<file path="src/rtl/sr_universal_nbit.sv">
// Parametrised universal shift register with single-step modes and a counted
// multi-step burst mode (busy/done handshake).
module sr_universal_nbit #(
  parameter int WIDTH = 8,
  parameter int AMT_W = 4
) (
  input  logic             clk,
  input  logic             rst,
  input  logic             en,
  input  logic [2:0]       mode,
  input  logic [WIDTH-1:0] din,
  input  logic             sin_l,
  input  logic             sin_r,
  input  logic             start,
  input  logic [AMT_W-1:0] amount,
  output logic [WIDTH-1:0] dout,
  output logic             sout_l,
  output logic             sout_r,
  output logic             busy,
  output logic             done
);

  typedef enum logic [2:0] {
    M_HOLD = 3'b000,
    M_SL   = 3'b001,
    M_SRL  = 3'b010,
    M_SRA  = 3'b011,
    M_ROL  = 3'b100,
    M_ROR  = 3'b101,
    M_LOAD = 3'b110,
    M_CLR  = 3'b111
  } mode_e;

  // busy mirrors state_q == RUN and is the externally visible FSM state.
  typedef enum logic {IDLE = 1'b0, RUN = 1'b1} state_e;

  state_e           state_q, state_d;
  logic [WIDTH-1:0] dout_q, dout_d;
  logic [AMT_W-1:0] cnt_q, cnt_d;
  mode_e            bmode_q, bmode_d;
  logic             busy_q, busy_d;
  logic             done_q, done_d;

  function automatic logic [WIDTH-1:0] shift_op(
    input mode_e            m,
    input logic [WIDTH-1:0] v,
    input logic [WIDTH-1:0] ld,
    input logic             sl,
    input logic             sr
  );
    logic [WIDTH-1:0] r;
    r = v;
    case (m)
      M_HOLD: r = v;
      M_SL:   r = {v[WIDTH-2:0], sl};
      M_SRL:  r = {sr, v[WIDTH-1:1]};
      M_SRA:  r = {v[WIDTH-1], v[WIDTH-1:1]};
      M_ROL:  r = {v[WIDTH-2:0], v[WIDTH-1]};
      M_ROR:  r = {v[0], v[WIDTH-1:1]};
      M_LOAD: r = ld;
      M_CLR:  r = '0;
      default: r = v;
    endcase
    return r;
  endfunction

  // Only the shift/rotate modes make sense repeated; hold/load/clear are not bursts.
  logic burst_mode_ok;
  assign burst_mode_ok = (mode >= 3'd1) && (mode <= 3'd5);

  always_comb begin
    state_d = state_q;
    dout_d  = dout_q;
    cnt_d   = cnt_q;
    bmode_d = bmode_q;
    busy_d  = busy_q;
    done_d  = 1'b0;
    case (state_q)
      IDLE: begin
        if (start && (amount != '0) && burst_mode_ok) begin
          state_d = RUN;
          cnt_d   = amount;
          bmode_d = mode_e'(mode);
          busy_d  = 1'b1;
        end else if (en) begin
          dout_d = shift_op(mode_e'(mode), dout_q, din, sin_l, sin_r);
        end
      end
      RUN: begin
        dout_d = shift_op(bmode_q, dout_q, din, sin_l, sin_r);
        cnt_d  = cnt_q - AMT_W'(1);
        if (cnt_q == AMT_W'(1)) begin
          state_d = IDLE;
          busy_d  = 1'b0;
          done_d  = 1'b1;
        end
      end
      default: state_d = IDLE;
    endcase
  end

  always_ff @(posedge clk) begin
    if (rst) begin
      state_q <= IDLE;
      dout_q  <= '0;
      cnt_q   <= '0;
      bmode_q <= M_HOLD;
      busy_q  <= 1'b0;
      done_q  <= 1'b0;
    end else begin
      state_q <= state_d;
      dout_q  <= dout_d;
      cnt_q   <= cnt_d;
      bmode_q <= bmode_d;
      busy_q  <= busy_d;
      done_q  <= done_d;
    end
  end

  assign dout   = dout_q;
  assign sout_l = dout_q[WIDTH-1];
  assign sout_r = dout_q[0];
  assign busy   = busy_q;
  assign done   = done_q;

endmodule

</file>
<file path="config.mk">
export PLATFORM = sky130hd
export DESIGN_NAME = sr_universal_nbit
export DESIGN_NICKNAME = d
export VERILOG_FILES = /design/src/rtl/sr_universal_nbit.sv
export SDC_FILE = /design/constraint.sdc
export NUM_CORES = 1
export LEC_CHECK = 0
export CORE_UTILIZATION = 50
export CTS_CLUSTER_SIZE = 24
export DETAILED_ROUTE_END_ITERATION = 10
export HOLD_SLACK_MARGIN = 0.06
export PLACE_DENSITY = 0.79
export SYNTH_ARGS = -nofsm -noshare
export SYNTH_HDL_FRONTEND = slang
export SYNTH_SLANG_ARGS = --single-unit
</file>
<file path="constraint.sdc">
create_clock -name clk -period 2.8 [get_ports clk]
set_input_delay 0.56 -clock clk [delete_from_list [all_inputs] [get_ports clk]]
set_output_delay 0.56 -clock clk [all_outputs]
set_load 0.05 [all_outputs]
</file>
### Word-level counts from Yosys, hierarchy flattened

Cells that the tools add are included.
Widths: inputs -> output; s select.

* logic and storage cells: 59
* latch bits: 0
* memory bits (writable): 0
* memories kept: 0
* memory bits (read-only): 0
* register bits: 18
* output and inout bits: 12
* input port bits: 21

* shifts and indexed selects: 0
* magnitude comparators: 2
* reduce and logical (&&, ||, !) cells: 11
* $mul: 0
* equality and inequality tests: 23
* add/subtract/negate cells: 1
* divide/modulo/power cells: 0
* multiplexer cells: 14
* bitwise logic cells: 1

Operators with widths (number)
* $pmux 8 s7: 2
* $eq 3x3->1 const B: 8
* $mux 8: 2
* $pmux 8 s2: 1
* $ne 2x2->1 const B: 7
* $eq 3x2->1 const B: 4
* $pmux 4 s2: 1
* $eq 3x1->1 const B: 2
* $logic_not 3->1: 2
* $reduce_and 6->1: 1
* $mux 1: 5
* $eq 4x1->1 const B: 1
* $mux 4: 1
* $pmux 1 s2: 2
* $reduce_and 2->1: 2
* $reduce_and 4->1: 1
* $reduce_bool 4->1: 1
* $sub 4x1->4 const B: 1
* $ge 3x1->1 const B: 1
* $le 3x3->1 const B: 1
* $logic_and 1x1->1: 3
* $ne 2x1->1 const B: 1
* $reduce_or 2->1: 1
* $not 1->1: 1

### Depth between registers and ports, before layout

* depth in word-level cells: 5
* mapped depth: 8
* mapped depth without buffers: 5

### Worst setup path before layout

No wires, ideal clock.

* path type: in2reg
* from: in amount[2]
* to: reg dout_q[7] (netlist: dout[7])
* stages: 5
* arrival time: 2.046 ns
* path slack: 0.633 ns
* setup time: 0.121 ns
* path buffers: 0
* required time: 2.679 ns
* cell sequence: or4_4 -> a311oi_2 -> nor2_2 -> a311o_2 -> mux2_2

* word-level cells in the longest chain between the ends: 5

Ends and longest elaborated chain
* start, declared: line 15 `input logic [AMT_W-1:0] amount,`
* $reduce_bool 4->1: line 80 `if (start && (amount != '0) && burst_mode_ok) begin`
* $logic_and 1x1->1 (2 in series): line 80
* $ne 2x2->1 (no line)
* $reduce_and 6->1 (no line)
* end signal, assigned: line 112 `dout_q <= dout_d;`
* end, declared: line 38 `logic [WIDTH-1:0] dout_q, dout_d;`

Every way passes these cells.
A chain may end at the register's enable or synchronous reset.

### Worst setup path in the final report

* from: in amount[2]
* to: reg dout_q[1] (netlist: dout[1])

* word-level cells in the longest chain between the ends: 5

Ends and longest elaborated chain (line)
* $reduce_bool 4->1: 80
* $logic_and 1x1->1 (2 in series): 80
* $ne 2x2->1 (no line)
* $reduce_and 4->1 (no line)

Every way passes these cells.

==> qor.txt <==
Seq/Total Area, Yosys - 0.257
Peak VDD IR - 382 uV
Port Buffers - 32
layout cells sized above 1 - 0.0943
critical path required time - 3.04 ns
die area - 0.00302 mm2
Setup crit end kind - register
Die X - 54.9 um
Finished Cell Area - 0.00178 mm2
Reg2Reg Depth - 6
final hold vios - 0
post-DP HPWL - 2920 um
Final #Nets - 236
sequential share of power - 0.410
Max-Cap Viols - 0
static leakage - 0.626 nW
simple-gate share of the synthesized area - 0.263
mean post-synth cell area - 7.53 um2
reg2reg setup slack - 0.87 ns
largest net degree at the start of global routing - 21
DRT antenna net count - 0
clk root buf - clkbuf_4
run status - finished, final reports clean
asr flop ratio synth - 0
Layout Skew - 0.0156 ns
crit path DAT - 2.65 ns
Period minus WS final - 2.41 ns
TritonCTS clock tree - built
Gate power share - 0.353
most frequent cells in the layout - clkdlybuf4s50_1, nor2_1, dfxtp_1
drt drc - 0
first-pass GRT wire length - 6090 um
Max Slew Vio Count - 0
hold_sp - busy
switching share of total power - 0.367
Slew headroom - 0.635
Syn Inst Count - 186
setup violators final - 0
mux contribution to synthesized area - 0.0866
Internal - 0.469 mW
chip height - 54.9 um
GR Overflow Total - 0
commonest non-fill, non-tap cell in the layout - clkdlybuf4s50_1
post-cts sizing count - 0
final worst slack - 0.392 ns
critical path type - in -> reg
Clk Latency, worst-skew pair - 0.32 ns
Synth cell types - 45
routability cong. - 0.897
vias in the first global route - 1,374
initial antenna violation count - 0
Vias - 1,558
Compound-Gate Fraction of Synth Area - 0.310
largest family of logic cells by synthesized area - compound AO/OA/AOI/OAI gates
H-tree Lvls - 1
CTS buffer count - 3
Post-Synth Adder-Cell Area - 0.0179
Setup WS pre-CTS - 0.0435 ns
Seq cells post-synth - 18
Sw Pwr - 0.272 mW
Pwr Density - 418 mW/mm2
Area Overhead vs Synth - 26.7%
Worst Max-Slew Pin Slew - 0.547 ns
Iter 0 DRT Violations - 69
synth warn - 0
RSZ-0062 raised after global routing - no
crit-path max FO - 9
worst r2r src - state_q
WL/cell - 16.6 um
Setup Fix Bufs, Post-CTS - 0
Site Rows - 18
Total GRT Usage - 0.283
clock share of power - 0.238
drt pass-1 iters - 7
clock slew seen by the registers of the worst setup and hold paths - 0.13 ns
Post-Route Setup TNS - 0 ns
Hold Path Depth - 2
worst hold path class - reg -> reg
Starting Density - 0.546
Post-Synthesis Cell Area - 0.00140 mm2
final period utilization - 0.860
placed cell area - 0.00174 mm2
clk sinks - 18
hold-fix buffers at CTS - 0
Worst Setup Start Kind - primary input
WHS Endpoint - busy
Ports - 33
f_max - 415 MHz
Routed WL - 4020 um
XOR/XNOR Fraction of Synth Area - 0
antenna cells - 0
reg-to-reg endpoint - dout[1]
clock buffer depth - 2
number of flops mapped to enable cells by yosys - 0
Post-Syn Nets - 209
vias per cell - 6.44
Top FF cell, synth - dfxtp_1
worst hold slack - 0.501 ns
Core ar. - 0.00257 mm2
==> cell families after synthesis <==
group | after synthesis
and+or+nand+nor | 70
AOI/OAI and AO/OA | 62
buffers and inverters | 22
DFF | 18
muxes | 12
adders and majority gates | 2
==> worst max-delay path by stage <==
stage | to | cells past startpoint | from
global route | dout[1] | 6 | amount[2]
floorplan | dout[7] | 5 | amount[2]
global placement | dout[7] | 6 | amount[2]
finish | dout[1] | 6 | amount[2]
CTS | dout[1] | 6 | amount[2]
detailed placement | dout[1] | 6 | amount[2]
==> area by class of cell <==
cell class / instances / area [um2]
multi-input cells: 146 / 950
clock buffers: 4 / 36.3
flip-flops and latches: 18 / 360
fillers: 228 / 792
well taps: 30 / 37.5
repair buffers: 39 / 373
inverters: 5 / 18.8
==> worst max-delay path: stages <==
cell	delay [ns]
clkdlybuf4s50_1	0.44
or4_4	0.55
a311oi_2	0.31
nor2_2	0.15
or3_1	0.39
o31ai_1	0.25
==> power by group through the flow <==
| stage | registers [mW] | logic (mW) | clock network, mW |
|---|---|---|---|
| after floorplan | 0.323 | 0.155 | 0 |
| after global placement | 0.307 | 0.253 | 0 |
| after detailed placement | 0.308 | 0.257 | 0 |
| after CTS | 0.303 | 0.259 | 0.175 |
| after global routing | 0.307 | 0.283 | 0.185 |
| final | 0.304 | 0.261 | 0.176 |
==> stage by stage <==
step	power, mW	utilization	std cells
global route	0.775	0.692	242
finish	0.742	0.692	242
floorplan	0.478	-	186
detailed placement	0.565	0.677	238
global placement	0.560	0.677	238
CTS	0.736	0.692	242
==> cells in the mapped netlist, drive strengths merged, types with 4 or more instances <==
cell type | n | area share
nor2 | 19 | 0.053
clkbuf | 13 | 0.035
mux2i | 11 | 0.079
nand3 | 6 | 0.021
nor3 | 7 | 0.025
nand2b | 9 | 0.040
nand2 | 12 | 0.032
dfxtp | 18 | 0.26
o21ai | 10 | 0.036
a22oi | 5 | 0.027
inv | 5 | 0.013
nand3b | 4 | 0.021
o22ai | 5 | 0.022
buf | 4 | 0.017
a21oi | 15 | 0.054
==> routing by layer <==
metal	global-route usage	vias to the layer above	wire length (um)
met4	0.142	0	95
li1	-	747	-
met2	0.472	87	1870
met5	0	-	0
met3	0.0519	13	358
met1	0.347	711	1700
==> state kept, by name, indices dropped and copies added (netlist names) <==
name,cells
done,1
dout,8
busy,1
bmode_q,3
cnt_q,4
state_q,1
Power figures use the tool's default switching activity.
